[src/rtl/seven_seg_scan_ctrl.sv]
// Time-multiplexed scan controller for a multi-digit common-segment 7-segment display.
// One hex-to-segment decoder is shared across all digits; a blanking gap precedes every
// digit to prevent ghosting, and the displayed value is double-buffered so that a new
// value only ever appears at a frame boundary.
// Optional feature: define LEADING_ZERO_BLANK_EN to blank digits above the most
// significant nonzero nibble (digit 0 is always shown).

module seven_seg_scan_ctrl #(
    parameter int unsigned NUM_DIGITS   = 4,
    parameter int unsigned DWELL_CYCLES = 1000,
    parameter int unsigned BLANK_CYCLES = 2
) (
    input  logic                    clk,
    input  logic                    reset,
    input  logic                    enable,
    input  logic [4*NUM_DIGITS-1:0] value,
    input  logic                    load,
    output logic [6:0]              seg,
    output logic [NUM_DIGITS-1:0]   dig_en,
    output logic                    frame_start
);

    localparam int unsigned MaxCnt = (DWELL_CYCLES > BLANK_CYCLES) ? DWELL_CYCLES : BLANK_CYCLES;
    localparam int unsigned CW     = $clog2(MaxCnt + 1);
    localparam int unsigned IW     = (NUM_DIGITS > 1) ? $clog2(NUM_DIGITS) : 1;

    localparam logic [CW-1:0] DwellLoad = CW'(DWELL_CYCLES - 1);
    localparam logic [CW-1:0] BlankLoad = CW'((BLANK_CYCLES > 0) ? BLANK_CYCLES - 1 : 0);
    localparam logic [IW-1:0] LastIdx   = IW'(NUM_DIGITS - 1);

    typedef enum logic [1:0] {StIdle, StBlank, StShow} state_e;

    state_e                  state_q, state_d;
    logic [IW-1:0]           idx_q, idx_d;
    logic [CW-1:0]           cnt_q, cnt_d;
    logic [4*NUM_DIGITS-1:0] disp_q, disp_d;
    logic [4*NUM_DIGITS-1:0] pend_q, pend_d;
    logic                    pend_valid_q, pend_valid_d;
    logic                    frame_d;
    logic [6:0]              seg_d;
    logic [NUM_DIGITS-1:0]   dig_en_d;
    logic [3:0]              nib;

    function automatic logic [6:0] hex_glyph(input logic [3:0] n);
        logic [6:0] g;
        case (n)
            4'h0:    g = 7'b1111110;
            4'h1:    g = 7'b0110000;
            4'h2:    g = 7'b1101101;
            4'h3:    g = 7'b1111001;
            4'h4:    g = 7'b0110011;
            4'h5:    g = 7'b1011011;
            4'h6:    g = 7'b1011111;
            4'h7:    g = 7'b1110000;
            4'h8:    g = 7'b1111111;
            4'h9:    g = 7'b1111011;
            4'hA:    g = 7'b1110111;
            4'hB:    g = 7'b0011111;
            4'hC:    g = 7'b1001110;
            4'hD:    g = 7'b0111101;
            4'hE:    g = 7'b1001111;
            default: g = 7'b1000111;
        endcase
        return g;
    endfunction

    // Scan sequencing: state, digit index, dwell/blank countdown and frame-entry flag.
    always_comb begin
        state_d = state_q;
        idx_d   = idx_q;
        cnt_d   = cnt_q;
        frame_d = 1'b0;
        if (!enable) begin
            state_d = StIdle;
            idx_d   = '0;
            cnt_d   = '0;
        end else begin
            case (state_q)
                StIdle: begin
                    idx_d   = '0;
                    frame_d = 1'b1;
                    if (BLANK_CYCLES == 0) begin
                        state_d = StShow;
                        cnt_d   = DwellLoad;
                    end else begin
                        state_d = StBlank;
                        cnt_d   = BlankLoad;
                    end
                end
                StBlank: begin
                    if (cnt_q == '0) begin
                        state_d = StShow;
                        cnt_d   = DwellLoad;
                    end else begin
                        cnt_d = cnt_q - CW'(1);
                    end
                end
                StShow: begin
                    if (cnt_q == '0) begin
                        if (idx_q == LastIdx) begin
                            idx_d   = '0;
                            frame_d = 1'b1;
                        end else begin
                            idx_d = idx_q + IW'(1);
                        end
                        if (BLANK_CYCLES == 0) begin
                            state_d = StShow;
                            cnt_d   = DwellLoad;
                        end else begin
                            state_d = StBlank;
                            cnt_d   = BlankLoad;
                        end
                    end else begin
                        cnt_d = cnt_q - CW'(1);
                    end
                end
                default: begin
                    state_d = StIdle;
                    idx_d   = '0;
                    cnt_d   = '0;
                end
            endcase
        end
    end

    // Double buffer: pending value promoted at frame entry; a load at that same edge wins.
    always_comb begin
        disp_d       = disp_q;
        pend_d       = pend_q;
        pend_valid_d = pend_valid_q;
        if (frame_d && pend_valid_q) begin
            disp_d       = pend_q;
            pend_valid_d = 1'b0;
        end
        if (load) begin
            if (state_q == StIdle || frame_d) begin
                // Direct load also retires any older pending value so it cannot resurface.
                disp_d       = value;
                pend_valid_d = 1'b0;
            end else begin
                pend_d       = value;
                pend_valid_d = 1'b1;
            end
        end
    end

`ifdef LEADING_ZERO_BLANK_EN
    logic [NUM_DIGITS-1:0] lz_show;

    // Digit i is visible if it or any higher nibble of the value being shown is nonzero.
    always_comb begin
        logic seen;
        seen    = 1'b0;
        lz_show = '0;
        for (int i = NUM_DIGITS - 1; i >= 0; i--) begin
            seen       = seen | (disp_d[4*i +: 4] != 4'd0);
            lz_show[i] = seen || (i == 0);
        end
    end
`endif

    // Output decode from next state so the registered outputs line up with the state.
    always_comb begin
        seg_d    = '0;
        dig_en_d = '0;
        nib      = '0;
        for (int i = 0; i < NUM_DIGITS; i++) begin
            if (idx_d == IW'(i)) begin
                nib = disp_d[4*i +: 4];
            end
        end
        if (state_d == StShow) begin
            for (int i = 0; i < NUM_DIGITS; i++) begin
                dig_en_d[i] = (idx_d == IW'(i));
            end
`ifdef LEADING_ZERO_BLANK_EN
            seg_d = lz_show[idx_d] ? hex_glyph(nib) : 7'd0;
`else
            seg_d = hex_glyph(nib);
`endif
        end
    end

    // State, buffers and registered outputs; synchronous reset discards any pending load.
    always_ff @(posedge clk) begin
        if (reset) begin
            state_q      <= StIdle;
            idx_q        <= '0;
            cnt_q        <= '0;
            disp_q       <= '0;
            pend_q       <= '0;
            pend_valid_q <= 1'b0;
            seg          <= '0;
            dig_en       <= '0;
            frame_start  <= 1'b0;
        end else begin
            state_q      <= state_d;
            idx_q        <= idx_d;
            cnt_q        <= cnt_d;
            disp_q       <= disp_d;
            pend_q       <= pend_d;
            pend_valid_q <= pend_valid_d;
            seg          <= seg_d;
            dig_en       <= dig_en_d;
            frame_start  <= frame_d;
        end
    end

endmodule

[config.mk]
export PLATFORM = sky130hd
export DESIGN_NAME = seven_seg_scan_ctrl
export DESIGN_NICKNAME = d
export VERILOG_FILES = /design/src/rtl/seven_seg_scan_ctrl.sv
export SDC_FILE = /design/constraint.sdc
export NUM_CORES = 1
export LEC_CHECK = 0
export BUFFER_PORTS_ARGS = -buffer_cell sky130_fd_sc_hd__buf_2
export CAP_MARGIN = 10
export CORE_MARGIN = 10
export CORE_UTILIZATION = 57
export CTS_BUF_LIST = sky130_fd_sc_hd__clkbuf_8
export DETAILED_ROUTE_END_ITERATION = 10
export MAX_ROUTING_LAYER = met4
export PLACE_DENSITY = 0.78
export SYNTH_ARGS = -nofsm -noshare
export SYNTH_HDL_FRONTEND = slang
export SYNTH_SLANG_ARGS = --single-unit
[constraint.sdc]
create_clock -name clk -period 7.55 [get_ports clk]
set_clock_uncertainty 0.1 [all_clocks]
set_input_delay 0.3775 -clock clk [delete_from_list [all_inputs] [get_ports clk]]
set_output_delay 0.3775 -clock clk [all_outputs]
set_load 0.05 [all_outputs]
==> parameters.txt, run 1 <==
Parameter                              Value

Setup path
  Req. time, crit path ... 7640 ps
  Crit. End Element ... register
  Kind of start point of the critical path ... register
  Worst Path Max Fanout ... 6
  Data arrival time of the worst path ... 4420 ps
  Critical path class ... register to register

Yosys
  Share of synthesized area occupied by flip-flops and latches ... roughly two fifths
  Biggest area consumer among synthesized cells ... dfxtp_1
  Net count of the mapped netlist ... 378
  Post-Synthesis Mean Instance Area ... 8.562 um2
  Number of instances in the synthesized netlist ... between 300 and 400
  Cell types with the largest area share after synthesis ... dfxtp_1 40%, nand2_1 6.1%, a21oi_1 5.9%
  Flip-flop cell with the highest count after synthesis ... dfxtp_1
  Cell Area, Synth ... approximately 2900 um2
  Asr flop ratio synth ... 0%
  Number of flip-flops and latches in the synthesized netlist ... 59
  Fraction of post-synthesis cell area in the top cell type by area ... 40.10%
  Syn. warnings ... 0
  EDFF count, synth ... 0
  Post-synthesis cell type count ... between 50 and 60

Floorplan
  Core Rows ... 26
  Area of the die ... ~8400 um2
  Placeable Area ... ~5100 um2
  Starting utilization of the core area ... 58.04%
  Die Span X ... about 92 um
  I/O pin cnt ... 32
  Die span in y ... slightly above 90 um

Routing
  First-iteration detailed-routing DRC count ... approximately 140
  Remaining DRCs ... 0
  Overall via count from detail_route ... roughly 2,500
  Average wire per standard cell ... between 15 and 20 um
  Antenna-violating nets left ... 0
  Via/cell ratio ... ~5.6
  First drt pass iteration count ... 4
  Total detailed-routing wirelength ... about 6800 um

Finish
  Antenna diode count ... 0
  Combined area of the multi-input logic cells ... 1652 um2
  Growth of design area from synthesis to finish ... 12.15%
  FF/Latch Area ... 1181 um2
  Post-route non-filler standard cell count ... 441
  Number of nets in the layout ... 401
  Share of post-route cells with drive strength above 1 ... between 10% and 20%
  Filler Cells Inserted ... about 450

Global route
  Via count of the first global-routing pass ... 2,464
  Number of antenna violations at the first check in global routing ... 0
  Global-route wire length before repair ... about 11,000 um
  Overflow after GRT ... 0
  Total GRT Usage ... between 15 and 20%
  Largest net degree at the start of global routing ... 37

Clock network
  Clock Pin Slew Worst Setup and Hold Paths ... 70 ps
  Clock buffer depth ... 2
  CTS buffer count ... 9
  Hold buffers post-CTS ... 0
  Post CTS Setup Buffer Count ... 0
  CTS tree ... yes
  # H-tree levels ... 3
  Clock latency on the worst-skew pair ... about 330 ps
  Root buffer cell ... clkbuf_8
  Clock net sink count ... 59
  # resized after CTS ... 0

Timing
  Final hold violation count ... 0
  Count of pins over their slew limit ... 0
  RSZ-0062 raised after global routing ... false
  Setup violation total in the final timing report ... 0
  Max Freq ... 231.3 MHz
  Final Cycle Share ... roughly 57%
  Worst-margin pin slew ... 1103 ps
  Worst max-slew margin expressed relative to the limit ... 26.11%
  Clock period minus worst slack ... 4324 ps
  Final setup TNS ... 0 ps

Status
  Run status ... finished clean

Place
  Detailed-placement wirelength estimate ... 4667 um
  Total placed cells including tap cells ... roughly 430
  Routability cong. ... around 0.89
  IO buf count ... 31

Pwr
  Seq pwr share ... ~44%
  Internal power ... about 560 uW
  NetSw ... approximately 220 uW
  Switching share of power ... between 20% and 30%
  Share of total power in combinational logic ... about a fifth
  Share of total power in the clock network ... a little over a third
  Power density over the cells ... around 230 nW/um2
  Peak supply drop ... 0.0001344 V
  Leakage power of the design ... about 1.5 nW

Run
  # Max-Cap Violations ... 0

Min path
  Class of the most critical hold timing path ... primary input to register
==> synth_stat cells, types with 3 or more instances <==
master    count
a21oi_1      35
a211oi_1      9
mux2_2        3
ha_1         14
nor3b_1       3
o21ai_0      13
inv_1         7
nand2_1      48
o21bai_1      3
clkbuf_1     17
mux2_4        3
o21a_1        3
nor4_1        3
nor2b_1       8
mux2i_1      17
nor2_1       34
xnor2_1       6
nor3_1        9
nand3_1       7
a31oi_1       3
or2_2         3
dfxtp_1      59
==> cell families (layout without fill, tap and decap cells) <==
| family | Yosys count | count (layout) | synth area share, % |
|---|---|---|---|
| and+or+nand+nor | 130 | 130 | 21.16 |
| AOI/OAI and AO/OA | 83 | 83 | 17.50 |
| DFF | 59 | 59 | 40.10 |
| buffers and inverters | 27 | 54 | 3.993 |
| muxes | 24 | 24 | 9.218 |
| adders and majority gates | 14 | 14 | 5.947 |
| xor gates and xnor gates | 7 | 7 | 2.082 |
==> path summary, 6_finish.rpt <==
check / startpoint / slack [ps] / end / depth (start not counted)
worst max-delay path: cnt_q[0] / 3230 / seg[5] / 13
worst min-delay path: value[9] / 190 / pend_q[9] / 3
worst max register to register: cnt_q[0] / 3230 / seg[5] / 13
worst min register to register: pend_q[9] / 360 / pend_q[9] / 2
==> cell type report <==
type	count	area share (%)
well taps	70	2.652
clock buffers	11	4.583
repair buffers	32	4.924
inverters	7	0.7955
multi-input cells	258	50.00
flip-flops and latches	59	35.76
clock inverters	4	1.288
==> state kept, by name, summed over array words and instances, names as in the netlist <==
signal,flops
cnt_q,10
state_q,2
pend_q,16
dig_en,4
idx_q,2
frame_start,1
disp_q,16
pend_valid_q,1
seg,7
==> power groups by stage <==
| stage | Sequential [mW] | Combinational (mW) | Clock [mW] |
|---|---|---|---|
| 2_1_floorplan | 0.348 | 0.116 | 0 |
| 3_3_place_gp | 0.344 | 0.147 | 0 |
| 3_5_place_dp | 0.346 | 0.150 | 0 |
| 4_1_cts | 0.339 | 0.153 | 0.288 |
| 5_1_grt | 0.341 | 0.170 | 0.302 |
| 6_report | 0.339 | 0.153 | 0.284 |
==> stage by stage <==
stage	setup WS, ps	power [mW]	instance area (um2)	hold slack [ps]	util (%)
floorplan	3771	0.4643	2945	332.5	-
global placement	3446	0.4919	3109	341.2	61.27
detailed placement	3308	0.4958	3109	346.4	61.27
CTS	3275	0.7791	3303	183.9	65.09
global route	2983	0.8132	3303	198.2	65.09
finish	3226	0.7760	3303	187.6	65.09
==> cell usage in the layout, fill, tap and decap left out, drive strengths merged, types with 3 or more instances in the layout <==
master  count
a211oi      9
a21oi      35
a31oi       3
and2        3
buf        32
clkbuf     11
dfxtp      59
ha         14
inv         9
mux2        6
mux2i      17
nand2      48
nand3       7
nor2       34
nor2b       8
nor3        9
nor3b       3
nor4        3
o21a        3
o21ai      15
o21bai      3
or2         4
xnor2       6
==> critical path: stages, from the launching register on <==
cell and delay (ps):
dfxtp_1 320, inv_1 100, ha_1 170, or4b_4 500, nor3_1 550, mux2_2 400, a22o_1 260, mux4_2 350
mux2i_1 60, o21ai_0 500, ha_1 360, mux2_4 280, a21oi_1 170, nor2_1 50
==> routing by layer <==
layer  routed length [um]  global-route usage, %  vias up  share of wire (%)
met1                 3014                  20.66     1163                 45
met3                  317                  3.178        8                4.7
li1                     -                      -     1256                  -
met4                   88                  6.684        0                1.3
met2                 3335                  25.94       64                 49
met5                    0                      -        -                  0
Power figures use the tool's default switching activity.
==> run 2: changes to the inputs <==
- ABC_AREA: not set -> 1
- CORE_UTILIZATION: 57 -> 55
- clock period: 7.55 -> 3.76 ns (I/O delays scaled with it)
==> run 2 against run 1 <==
Compared with the run above: power rose by 120%; non-clock buffer count rose by 4; highest routed layer unchanged; clock power rose by 150%.
==> parameters.txt, run 2 <==
Parameter                              Value

Status
  Run status ... finished clean

Yosys
  Flip-flop cell with the highest count after synthesis ... dfxtp_1
  Asr flop ratio synth ... 0%
  Biggest area consumer among synthesized cells ... dfxtp_1
  Cell Area, Synth ... roughly 3100 um2
  Fraction of post-synthesis cell area in the top cell type by area ... 37.84%
  Post-Synthesis Mean Instance Area ... approximately 7.5 um2
  Number of flip-flops and latches in the synthesized netlist ... just under 60
  Net count of the mapped netlist ... roughly 450
  Number of instances in the synthesized netlist ... 418
  Cell types with the highest counts after synthesis ... 97 x nand2_1, 59 x dfxtp_1, 55 x nor2_1
  Most frequently used cell type in the post-synthesis netlist ... nand2_1
  EDFF count, synth ... 0
  Cell types with the largest area share after synthesis ... dfxtp_1 38%, nand2_1 12%, nor2_1 6.6%
  Syn. warnings ... 0
  Share of synthesized area occupied by flip-flops and latches ... approximately 38%
  Post-synthesis cell type count ... 36

Timing
  Count of pins over their slew limit ... 0
  Setup violation total in the final timing report ... 0
  Worst-margin pin slew ... 695.0 ps
  Clock period minus worst slack ... roughly 3000 ps
  Final hold violation count ... 0
  Max Freq ... 340.3 MHz
  Worst max-slew margin expressed relative to the limit ... a little over half
  Final Cycle Share ... between 70 and 80%
  RSZ-0062 raised after global routing ... false
  Final setup TNS ... 0 ps

Global route
  Overflow after GRT ... 0
  Via count of the first global-routing pass ... between 2,000 and 2,500
  Global-route wire length before repair ... roughly 11,000 um
  Number of antenna violations at the first check in global routing ... 0
  Largest net degree at the start of global routing ... 39
  Total GRT Usage ... between 15 and 20%

Clock network
  CTS buffer count ... 9
  Clock latency on the worst-skew pair ... around 350 ps
  Clock buffer depth ... 2
  # resized after CTS ... 0
  Clock Pin Slew Worst Setup and Hold Paths ... around 70 ps
  # H-tree levels ... 3
  Clock net sink count ... between 50 and 60
  CTS tree ... yes
  Root buffer cell ... clkbuf_8

Finish
  Share of post-route cells with drive strength above 1 ... around 22%
  Antenna diode count ... 0
  Most frequent cells in the layout ... 97 x nand2_1, 59 x dfxtp_1, 55 x nor2_1
  Number of nets in the layout ... 487
  Growth of design area from synthesis to finish ... 14.63%
  Most common library cell in the layout ignoring fill and taps ... nand2_1
  Largest registers ... disp_q (16), pend_q (16), cnt_q (10)

Setup path
  Data arrival time of the worst path ... a little over 3000 ps
  Buffers and inverters on the worst path ... 3
  Top Family by Delay on Critical Path ... simple AND/OR/NAND/NOR gates
  Most used cell, CP ... inv_1
  Critical path class ... register to register
  Biggest cell delay along the critical path ... around 300 ps
  Crit. End Element ... register
  Req. time, crit path ... ~3900 ps
  Slowest library cell on the worst path ... dfxtp_1
  Kind of start point of the critical path ... register
  CP cell instances ... inv_1, ha_1, inv_1, nor3_4, nand3_4, o21ai_2, nand2_4, or2_1, nand3_1, nand4_1, inv_1, ha_1, o21ai_2, a21oi_1
  Worst Path Max Fanout ... 26

Pwr
  Post-layout total power ... 1.731 mW
  Power density over the cells ... 483.9 nW/um2
  Peak supply drop ... roughly 0.00031 V
  Leakage power of the design ... roughly 1.7 nW

Place
  Routability cong. ... slightly below 0.9
  Detailed-placement wirelength estimate ... approximately 5100 um
  IO buf count ... 31

Floorplan
  Die Span X ... approximately 95 um
  Area of the die ... between 9000 and 10,000 um2
  Placeable Area ... ~5500 um2
  I/O pin cnt ... 32
  Starting utilization of the core area ... 56.69%
  Core Rows ... 27
  Die span in y ... around 95 um

Routing
  First-iteration detailed-routing DRC count ... approximately 130
  First drt pass iteration count ... 4
  Average wire per standard cell ... 12.94 um
  Overall via count from detail_route ... about 2,700
  Antenna-violating nets left ... 0
  Remaining DRCs ... 0
  Total detailed-routing wirelength ... around 6900 um
  Via/cell ratio ... around 5.1

Min path
  Class of the most critical hold timing path ... primary input to register

Run
  # Max-Cap Violations ... 0
-- run 2: kinds of logic after synthesis --
group                      Yosys count  synth area share, %
buffers and inverters               57                8.216
DFF                                 59                37.84
and+or+nand+nor                    237                37.96
xor gates and xnor gates             2               0.5612
adders and majority gates           14                5.611
AOI/OAI and AO/OA                   49                9.820
-- run 2: area by class of cell --
type	count	area (um2)
Clock buffer	10	137.6
Clock inverter	6	103.9
Fill cell	482	1928
Inverter	45	178.9
Multi-Input combinational cell	302	1684
Sequential cell	59	1181
Tap cell	72	90.09
Timing Repair Buffer	36	202.7
-- run 2: layer usage --
| layer | track usage, % | up-vias | share of wire (%) |
|---|---|---|---|
| li1 | - | 1417 | - |
| met1 | 19.71 | 1196 | 47 |
| met2 | 24.09 | 67 | 45 |
| met3 | 3.771 | 12 | 6.1 |
| met4 | 8.978 | 0 | 2.2 |
| met5 | - | - | 0 |
-- run 2: per-stage QoR --
stage                     hold WS [ps]  utilization (%)  std cells  setup slack, ps  cell area, um2
after floorplan                  231.8                -        418             1141            3122
after global placement           355.1            59.87        510            938.0            3297
after detailed placement         355.9            59.87        510            843.0            3297
after CTS                       0.3809            64.99        530            821.2            3578
after global routing             22.86            64.99        530            579.9            3578
final                            6.071            64.99        530            821.3            3578
-- run 2: where the power goes --
| part | leakage [nW] | total [mW] | internal [mW] | switching, mW |
|---|---|---|---|---|
| Sequential | 0.481 | 0.682 | 0.663 | 0.0186 |
| Clock | 0.127 | 0.705 | 0.453 | 0.251 |
| Combinational | 1.10 | 0.345 | 0.118 | 0.227 |
| Total | 1.71 | 1.73 | 1.23 | 0.497 |
-- run 2: final timing paths --
kind,startpoint,end,slack [ps],depth (start not counted)
hold / removal,value[2],pend_q[2],6,3
hold reg to reg,pend_q[9],pend_q[9],370,2
setup reg to reg,cnt_q[0],seg[5],820,14
setup / recovery,cnt_q[0],seg[5],820,14
-- run 2: timing repair --
| action | 4_1_cts | 5_1_grt |
|---|---|---|
| buffers inserted | 0 | 0 |
| hold endpoints to repair | 4 | 0 |
| hold buffers | 4 | 0 |
-- run 2: tightest hold or removal path: stages --
cell and delay, ps:
buf_2 90, inv_1 60, a211oi_1 70
==> run 3: changes to the inputs <==
- CORE_UTILIZATION: 55 -> 57
- PLACE_DENSITY: 0.78 -> 0.77
- clock period: 3.76 -> 3.1 ns (I/O delays scaled with it)
==> run 3 against run 2 <==
Compared with the run above: cell count grew 1.9%; clock-buffer cell count rose by 1; sequential power grew 21%; clock power decreased by 13%; routed wire length grew 4.9%; worst setup slack lost 560 ps; non-clock buffer count grew 14; maximum frequency rose by 3.4%; power is 8.6% higher; final area grew 1.5%; combinational power increased by 27%; sequential cell count stayed put; critical path type unchanged; critical endpoint unchanged; highest routed layer unchanged.
==> parameters.txt, run 3 (synthesized netlist as in run 2, its figures left out) <==
Parameter                              Value

Status
  Run status ... finished clean

Routing
  Antenna-violating nets left ... 0
  First-iteration detailed-routing DRC count ... between 150 and 200
  Remaining DRCs ... 0
  Via/cell ratio ... between 5 and 6
  Total detailed-routing wirelength ... between 7000 and 8000 um
  First drt pass iteration count ... 5
  Overall via count from detail_route ... 2,826
  Average wire per standard cell ... 13.32 um

Timing
  RSZ-0062 raised after global routing ... false
  Worst max-slew margin expressed relative to the limit ... about 53%
  Final hold violation count ... 0
  Final setup TNS ... 0 ps
  Final Cycle Share ... around nine tenths
  Setup violation total in the final timing report ... 0
  Worst-margin pin slew ... around 700 ps
  Clock period minus worst slack ... between 2000 and 3000 ps
  Max Freq ... ~350 MHz
  Count of pins over their slew limit ... 0

Clock network
  Clock net sink count ... a little under 60
  Clock latency on the worst-skew pair ... 340 ps
  # H-tree levels ... 3
  Clock Pin Slew Worst Setup and Hold Paths ... 60 ps
  CTS buffer count ... 9
  Root buffer cell ... clkbuf_8
  Clock buffer depth ... 2
  CTS tree ... yes
  # resized after CTS ... 0

Pwr
  Switching share of power ... 31.71%
  NetSw ... a little under 600 uW
  Leakage power of the design ... 1.731 nW
  Power density over the cells ... slightly above 500 nW/um2
  Internal power ... around 1.3 mW
  Share of total power in combinational logic ... 23.4%
  Share of total power in the clock network ... between 30% and 40%
  Seq pwr share ... between 40% and 50%
  Peak supply drop ... 0.0003989 V

Setup path
  Critical path class ... register to register
  Data arrival time of the worst path ... between 2000 and 3000 ps
  Slowest library cell on the worst path ... dfxtp_1
  Worst Path Max Fanout ... 18
  CP cell instances ... inv_1, ha_1, inv_1, nor3_4, nand3_4, o21ai_2, nand2_4, or2_1, nand3_1, nand4_1, inv_1, ha_1, o21ai_2, a21oi_1
  Req. time, crit path ... 3220 ps
  Biggest cell delay along the critical path ... around 300 ps
  Crit. End Element ... register
  Kind of start point of the critical path ... register
  Most used cell, CP ... inv_1

Finish
  Number of nets in the layout ... ~500
  Most common library cell in the layout ignoring fill and taps ... nand2_1
  Growth of design area from synthesis to finish ... 16.31%
  Antenna diode count ... 0
  Share of post-route cells with drive strength above 1 ... a little over a fifth
  Final core utilization ... between 60% and 70%
  Most frequent cells in the layout ... 97 x nand2_1, 59 x dfxtp_1, 55 x nor2_1
  Largest registers ... disp_q (16), pend_q (16), cnt_q (10)

Global route
  Number of antenna violations at the first check in global routing ... 0
  Overflow after GRT ... 0
  Global-route wire length before repair ... about 12,000 um
  Total GRT Usage ... ~18%
  Largest net degree at the start of global routing ... 39
  Via count of the first global-routing pass ... between 2,000 and 3,000

Floorplan
  Die span in y ... approximately 94 um
  I/O pin cnt ... 32
  Die Span X ... around 94 um
  Core Rows ... 26
  Placeable Area ... around 5200 um2
  Starting utilization of the core area ... 59.98%
  Area of the die ... about 9000 um2

Place
  Detailed-placement wirelength estimate ... between 5000 and 6000 um
  Routability cong. ... 0.9069
  IO buf count ... 31

Min path
  Class of the most critical hold timing path ... primary input to register

Run
  # Max-Cap Violations ... 0
## run 3: cell types whose count changed in the layout (fill, tap and decap cells not counted), sizes merged
cell | previous run | this run
buf | 32 | 36
bufinv | 3 | 0
clkbuf | 10 | 11
clkinv | 4 | 5
dlygate4sd3 | 4 | 14
inv | 44 | 43
## run 3: critical path: cells and delay by family, from the launching register on
family | cells | cell delay, ps
AND/OR/NAND/NOR | 6 | 1080
AO/OA/AOI/OAI | 3 | 460
adder cells (fa/ha/maj) | 2 | 420
buffers and inverters | 3 | 370
flip-flops | 1 | 300
## run 3: final timing paths
kind	start	end	slack [ps]	cells past startpoint
min reg2reg	pend_q[4]	pend_q[4]	370	2
max	cnt_q[0]	seg[5]	260	14
min	value[11]	pend_q[11]	20	3
max reg2reg	cnt_q[0]	seg[5]	260	14
## run 3: layout make-up
cell class | instances | area, um2
multi-input cells | 302 | 1684
fillers | 441 | 1574
flip-flops and latches | 59 | 1181
repair buffers | 50 | 332.8
inverters | 45 | 178.9
clock buffers | 11 | 151.4
well taps | 70 | 87.58
clock inverters | 3 | 15.01
## run 3: metal layers
metal | GRT usage, % | routed length, um
met1 | 21.61 | 3306
met2 | 26.90 | 3259
met3 | 4.317 | 453
met4 | 8.734 | 172
met5 | - | 0
## run 3: power groups by stage
stage	clock, mW	sequential, mW	combinational, mW
floorplan	0	0.846	0.326
global placement	0	0.843	0.404
detailed placement	0	0.844	0.413
CTS	0.623	0.828	0.429
global route	0.655	0.831	0.499
finish	0.612	0.828	0.439
## run 3: stage by stage
stage	std cells	setup slack, ps	total power, mW	instance area (um2)	hold WS (ps)
floorplan	418	480.7	1.172	3122	198.8
global placement	510	267.8	1.247	3309	319.5
global route	540	28.00	1.985	3631	32.53
finish	540	259.2	1.880	3631	17.45
detailed placement	510	216.0	1.257	3309	323.7
CTS	538	188.2	1.879	3616	3.132
## run 3: timing repair
item / CTS / global route
setup buffers: 0 / 2
endpoints found under the hold margin: 14 / 0
setup endpoints to repair: 0 / 3
hold buffers: 14 / 0
